File: src/rtl/soundpath_poly.sv
// Polyphonic sound path: NUM_VOICES oscillators time-multiplexed through one
// datapath (one voice per clk), mixed into a single unsigned sample per request.
module soundpath_poly #(
  parameter int NUM_VOICES = 4,
  parameter int SAMPLE_W   = 9,
  parameter int PHASE_W    = 24
) (
  input  logic                    clk,
  input  logic                    rst,
  input  logic                    sample_now,
  input  logic [NUM_VOICES-1:0]   voice_en,
  input  logic [2*NUM_VOICES-1:0] mode,
  input  logic [4*NUM_VOICES-1:0] note,
  input  logic [3*NUM_VOICES-1:0] octave,
  output logic [SAMPLE_W-1:0]     sample,
  output logic                    done,
  output logic                    overrun
);

  localparam int LOG2V  = $clog2(NUM_VOICES);
  localparam int VIDX_W = (LOG2V > 0) ? LOG2V : 1;
  localparam int ACC_W  = SAMPLE_W + LOG2V;

  typedef enum logic [1:0] {IDLE, CALC, OUT} state_t;

  state_t                               state, state_nxt;
  logic [VIDX_W-1:0]                    vidx;
  logic [ACC_W-1:0]                     acc;
  logic [NUM_VOICES-1:0][PHASE_W-1:0]   phase;
  logic [15:0]                          lfsr;
  logic                                 lfsr_fb;

  // Per-octave-0 phase increments for C..B at FS = 46875 Hz (A = note 10 = 27.5 Hz).
  function automatic logic [15:0] base_inc(input logic [3:0] n);
    case (n)
      4'd1:    base_inc = 16'd5852;
      4'd2:    base_inc = 16'd6200;
      4'd3:    base_inc = 16'd6569;
      4'd4:    base_inc = 16'd6960;
      4'd5:    base_inc = 16'd7374;
      4'd6:    base_inc = 16'd7812;
      4'd7:    base_inc = 16'd8277;
      4'd8:    base_inc = 16'd8769;
      4'd9:    base_inc = 16'd9290;
      4'd10:   base_inc = 16'd9843;
      4'd11:   base_inc = 16'd10428;
      4'd12:   base_inc = 16'd11048;
      default: base_inc = 16'd0;
    endcase
  endfunction

  // Current voice fields, selected by vidx
  logic [1:0]          v_mode;
  logic [3:0]          v_note;
  logic [2:0]          v_oct;
  logic                v_active;
  logic [PHASE_W-1:0]  v_phase, v_inc;
  logic [SAMPLE_W:0]   p;
  logic [SAMPLE_W-1:0] wave;

  assign v_mode   = mode[2*int'(vidx) +: 2];
  assign v_note   = note[4*int'(vidx) +: 4];
  assign v_oct    = octave[3*int'(vidx) +: 3];
  assign v_active = voice_en[vidx] && (v_note >= 4'd1) && (v_note <= 4'd12);
  assign v_phase  = phase[vidx];
  assign v_inc    = PHASE_W'(base_inc(v_note)) << v_oct;
  assign p        = v_phase[PHASE_W-1 -: SAMPLE_W+1];
  assign lfsr_fb  = lfsr[15] ^ lfsr[13] ^ lfsr[12] ^ lfsr[10];

  always_comb begin
    wave = '0;
    case (v_mode)
      2'd0:    wave = p[SAMPLE_W] ? '1 : '0;
      2'd1:    wave = p[SAMPLE_W:1];
      2'd2:    wave = p[SAMPLE_W] ? ~p[SAMPLE_W-1:0] : p[SAMPLE_W-1:0];
      default: wave = lfsr[SAMPLE_W-1:0];
    endcase
  end

  always_comb begin
    state_nxt = state;
    case (state)
      IDLE:    if (sample_now) state_nxt = CALC;
      CALC:    if (vidx == VIDX_W'(NUM_VOICES-1)) state_nxt = OUT;
      OUT:     state_nxt = IDLE;
      default: state_nxt = IDLE;
    endcase
  end

  always_ff @(posedge clk) begin
    if (rst) begin
      state   <= IDLE;
      sample  <= '0;
      done    <= 1'b0;
      overrun <= 1'b0;
      phase   <= '0;
      lfsr    <= 16'hACE1;
      vidx    <= '0;
      acc     <= '0;
    end else begin
      state <= state_nxt;
      done  <= (state == OUT);
      if (state != IDLE && sample_now) overrun <= 1'b1;
      case (state)
        IDLE: if (sample_now) begin
          acc  <= '0;
          vidx <= '0;
        end
        CALC: begin
          // waveform uses the pre-update phase; inactive voices hold phase
          if (v_active) begin
            acc         <= acc + ACC_W'(wave);
            phase[vidx] <= v_phase + v_inc;
          end
          vidx <= vidx + VIDX_W'(1);
        end
        OUT: begin
          sample <= SAMPLE_W'(acc >> LOG2V);
          lfsr   <= {lfsr[14:0], lfsr_fb};
        end
        default: ;
      endcase
    end
  end

endmodule

File: config.mk
export PLATFORM = sky130hd
export DESIGN_NAME = soundpath_poly
export DESIGN_NICKNAME = d
export VERILOG_FILES = /design/src/rtl/soundpath_poly.sv
export SDC_FILE = /design/constraint.sdc
export NUM_CORES = 1
export LEC_CHECK = 0
export BUFFER_PORTS_ARGS = -buffer_cell sky130_fd_sc_hd__buf_2
export CORE_ASPECT_RATIO = 0.8
export CORE_UTILIZATION = 35
export CTS_CLUSTER_SIZE = 10
export DETAILED_ROUTE_END_ITERATION = 12
export GPL_TIMING_DRIVEN = 0
export PLACE_DENSITY = 0.6
export SYNTH_ARGS = -nofsm -noshare
export SYNTH_HDL_FRONTEND = slang
export SYNTH_SLANG_ARGS = --single-unit
File: constraint.sdc
create_clock -name clk -period 11.9 [get_ports clk]
set_clock_uncertainty 0.05 [all_clocks]
set_input_delay 1.19 -clock clk [delete_from_list [all_inputs] [get_ports clk]]
set_output_delay 1.19 -clock clk [all_outputs]
set_load 0.01 [all_outputs]
==> results.toml <==
[pwr]
vdd_drop_max_v = 0.0000960
swShare_pct = 33.3
combPwrFrac_pct = 23.2
p_int_uw = 843
finalPower_mw = 1.26
clockPowerShare_pct = 39.3
pwr_density_cell_nw_per_um2 = 127
seqPwrFrac_pct = 37.5
leakage_nw = 3.81
net-switching-power_uw = 421

[timing]
period_minus_slack_ns = 6.69
max_slew_margin_pct = 8.47
rsz0062_at_grt = "false"
max_freq_mhz = 150
tns_ns = 0
slew_violations = 0
finalHoldViolations = 0
period_share_pct = 56.2
setup_viol = 0
hold_ws_ns = 0.400
worst_pin_slew_ns = 1.34

[floorplanning]
rows = 51
io_pins = 54
die_height_um = 143
initial_utilization_pct = 35.8
design.die.area_sq_um = 25500
coreArea_sq_um = 24400
die_w_um = 178

[clock_tree]
tritoncts = "built"
cts_root_buffer = "clkbuf_16"
cts_buffer_depth = 2
cts_htree_levels = 4
cts.repair.resized = 0
cts_buffers = 17
postCtsHoldBufs = 0
postCtsSetupBuffers = 0
clk_latency_ns = 0.43
cts.sinks = 138
clkSlewWorstSetupHoldPaths_ns = 0.06

[grt]
first_global_vias = 7344
grt_max_degree = 17
antenna_found_initial = 0
track_usage_pct = 21.3
grt-ovfl-total = 0
grt_pass1_wl_mm = 41.2

[placement]
io_buffers = 53
place.gp.congestion = 0.965
hpwl_mm = 20.2

[route]
ant_nets = 0
firstDrtPassIters = 5
wl_mm = 27.0
vias_per_cell = 5.54
via_count = 8239
drt_iter0_drc = 744
drc = 0
post_drt_wl_per_cell_um = 18.2

[critical_path]
critPathLaunchType = "register"
crit_chain = "buf_2, buf_2, clkbuf_1, o21a_1, clkbuf_1, nor4b_1, ha_1, fa_1, a211oi_1, o21bai_1, a2111oi_0, o21ai_0, a21oi_1, xor2_1, o21ai_0"
cp_top_family = "compound AO/OA/AOI/OAI gates"
slowest_delay_ns = 1.17
path_max_fanout = 10
slowest_stage = "a2111oi_0"
worst-path-buf-inv = 4
critPathLaunch = "vidx[1]"
worstPathRequired_ns = 12.14
crit_type = "register to register"
arrival_ns = 6.93
r2r_start = "vidx[1]"
worstSetupEndpointType = "register"

[yosys]
synth_edf_count = 0
ys_ff_latch = 138
ys_types = 60
yosys.area.top_type = "dfxtp_1"
synth_flop_cell = "dfxtp_1"
synthArstFlopShare_pct = 0
synth.net_count = 1171
avgSynthCellArea_sq_um = 8.03
ys_warn_count = 0
ys_seq_area_share_pct = 31.7
syn_inst = 1085
yosys.area.top_type_share_pct = 31.7
netlist_area_sq_um = 8720
synth_area_leaders = "dfxtp_1 (32%), nand2_1 (9.7%), mux4_2 (8.8%)"

[cells_and_area]
syn_to_final_growth_pct = 13.8
regArea_sq_um = 2760
layout_common_cells = "nand2_1 (226), dfxtp_1 (138), a21oi_1 (128), nor2_1 (80), buf_2 (77)"
final_nets = 1243
nFillCells = 2493
multiInputGateArea_sq_um = 5570
antenna_cells = 0
drive_gt1_share_pct = 13.6
final_common_cell = "nand2_1"

[min_path]
min_from = "overrun"
hp-class = "register to register"

[flow_run]
drv_cap = 0

[outcome]
status = "completed"
per-layer routing:
layer	vias up	share of wire (%)	wire (um)	track usage, %
met1	3926	49	13200	31.7
met2	282	42	11300	30.6
met5	-	0	0	0
met4	0	1.1	297	4.42
met3	23	8.4	2280	5.24
li1	4008	-	-	-
flip-flops by register name, indices dropped and copies added (netlist names):
signal   count
done         1
sample       9
phase       96
lfsr        16
overrun      1
state        2
acc         11
vidx         2
power by group through the flow:
stage	Combinational [mW]	Sequential [mW]	Clock, mW
4_1_cts	0.288	0.474	0.503
5_1_grt	0.321	0.474	0.526
6_report	0.293	0.474	0.497
3_5_place_dp	0.286	0.484	0
3_3_place_gp	0.284	0.484	0
2_1_floorplan	0.208	0.483	0
per-stage QoR:
| stage | cell area, sq um | setup slack, ns | std cells | util [%] |
|---|---|---|---|---|
| global placement | 9380 | 5.30 | 1456 | 38.5 |
| finish | 9920 | 5.21 | 1488 | 40.7 |
| CTS | 9920 | 5.34 | 1488 | 40.7 |
| detailed placement | 9380 | 5.35 | 1456 | 38.5 |
| global route | 9920 | 4.90 | 1488 | 40.7 |
| floorplan | 8720 | 6.61 | 1085 | - |
path summary, 6_finish.rpt:
path / endpoint / slack, ns / cells past startpoint
setup / recovery: phase[16] / 5.21 / 15
setup reg to reg: phase[16] / 5.21 / 15
hold reg to reg: overrun / 0.40 / 2
hold / removal: overrun / 0.40 / 2
cells in the mapped netlist, types with 5 or more instances:
| cell type | n |
|---|---|
| nand2_1 | 226 |
| dfxtp_1 | 138 |
| a21oi_1 | 128 |
| nor2_1 | 80 |
| o21ai_0 | 54 |
| clkbuf_1 | 43 |
| mux2i_1 | 42 |
| ha_1 | 41 |
| nand3_1 | 40 |
| mux4_2 | 34 |
| buf_2 | 24 |
| nor3_1 | 23 |
| xnor2_1 | 23 |
| a211oi_1 | 16 |
| inv_1 | 14 |
| a21o_1 | 13 |
| xor2_1 | 12 |
| nor2b_1 | 9 |
| a31oi_1 | 8 |
| and3_1 | 8 |
| or3_1 | 8 |
| buf_1 | 7 |
| a211o_1 | 6 |
| and2_1 | 6 |
| o21a_1 | 6 |
| mux2_2 | 5 |
| o211ai_1 | 5 |
| o21bai_1 | 5 |
| o311ai_0 | 5 |
tightest hold or removal path, delay by kind of cell, from the launching register on:
| family | cells | cell delay [ns] |
|---|---|---|
| buf+inv | 1 | 0.05 |
| flops | 1 | 0.30 |
| compound gates | 1 | 0.05 |
layout make-up:
type	instances	share of cell area (%)
Buffer	76	3.33
Sequential cell	138	27.8
Timing Repair Buffer	53	2.67
Clock inverter	14	1.14
Tap cell	318	4.01
Multi-Input combinational cell	857	56.1
Inverter	14	0.530
Clock buffer	18	4.33
kinds of logic (layout without fill, tap and decap cells):
| group | after synthesis | in the layout | share of synthesized area, % |
|---|---|---|---|
| muxes | 81 | 81 | 14.3 |
| DFF | 138 | 138 | 31.7 |
| AOI/OAI and AO/OA | 276 | 276 | 18.9 |
| buffers and inverters | 90 | 175 | 4.39 |
| xor gates and xnor gates | 35 | 35 | 3.52 |
| and+or+nand+nor | 422 | 422 | 20.9 |
| adders and majority gates | 43 | 43 | 6.35 |
Power figures use the tool's default switching activity.
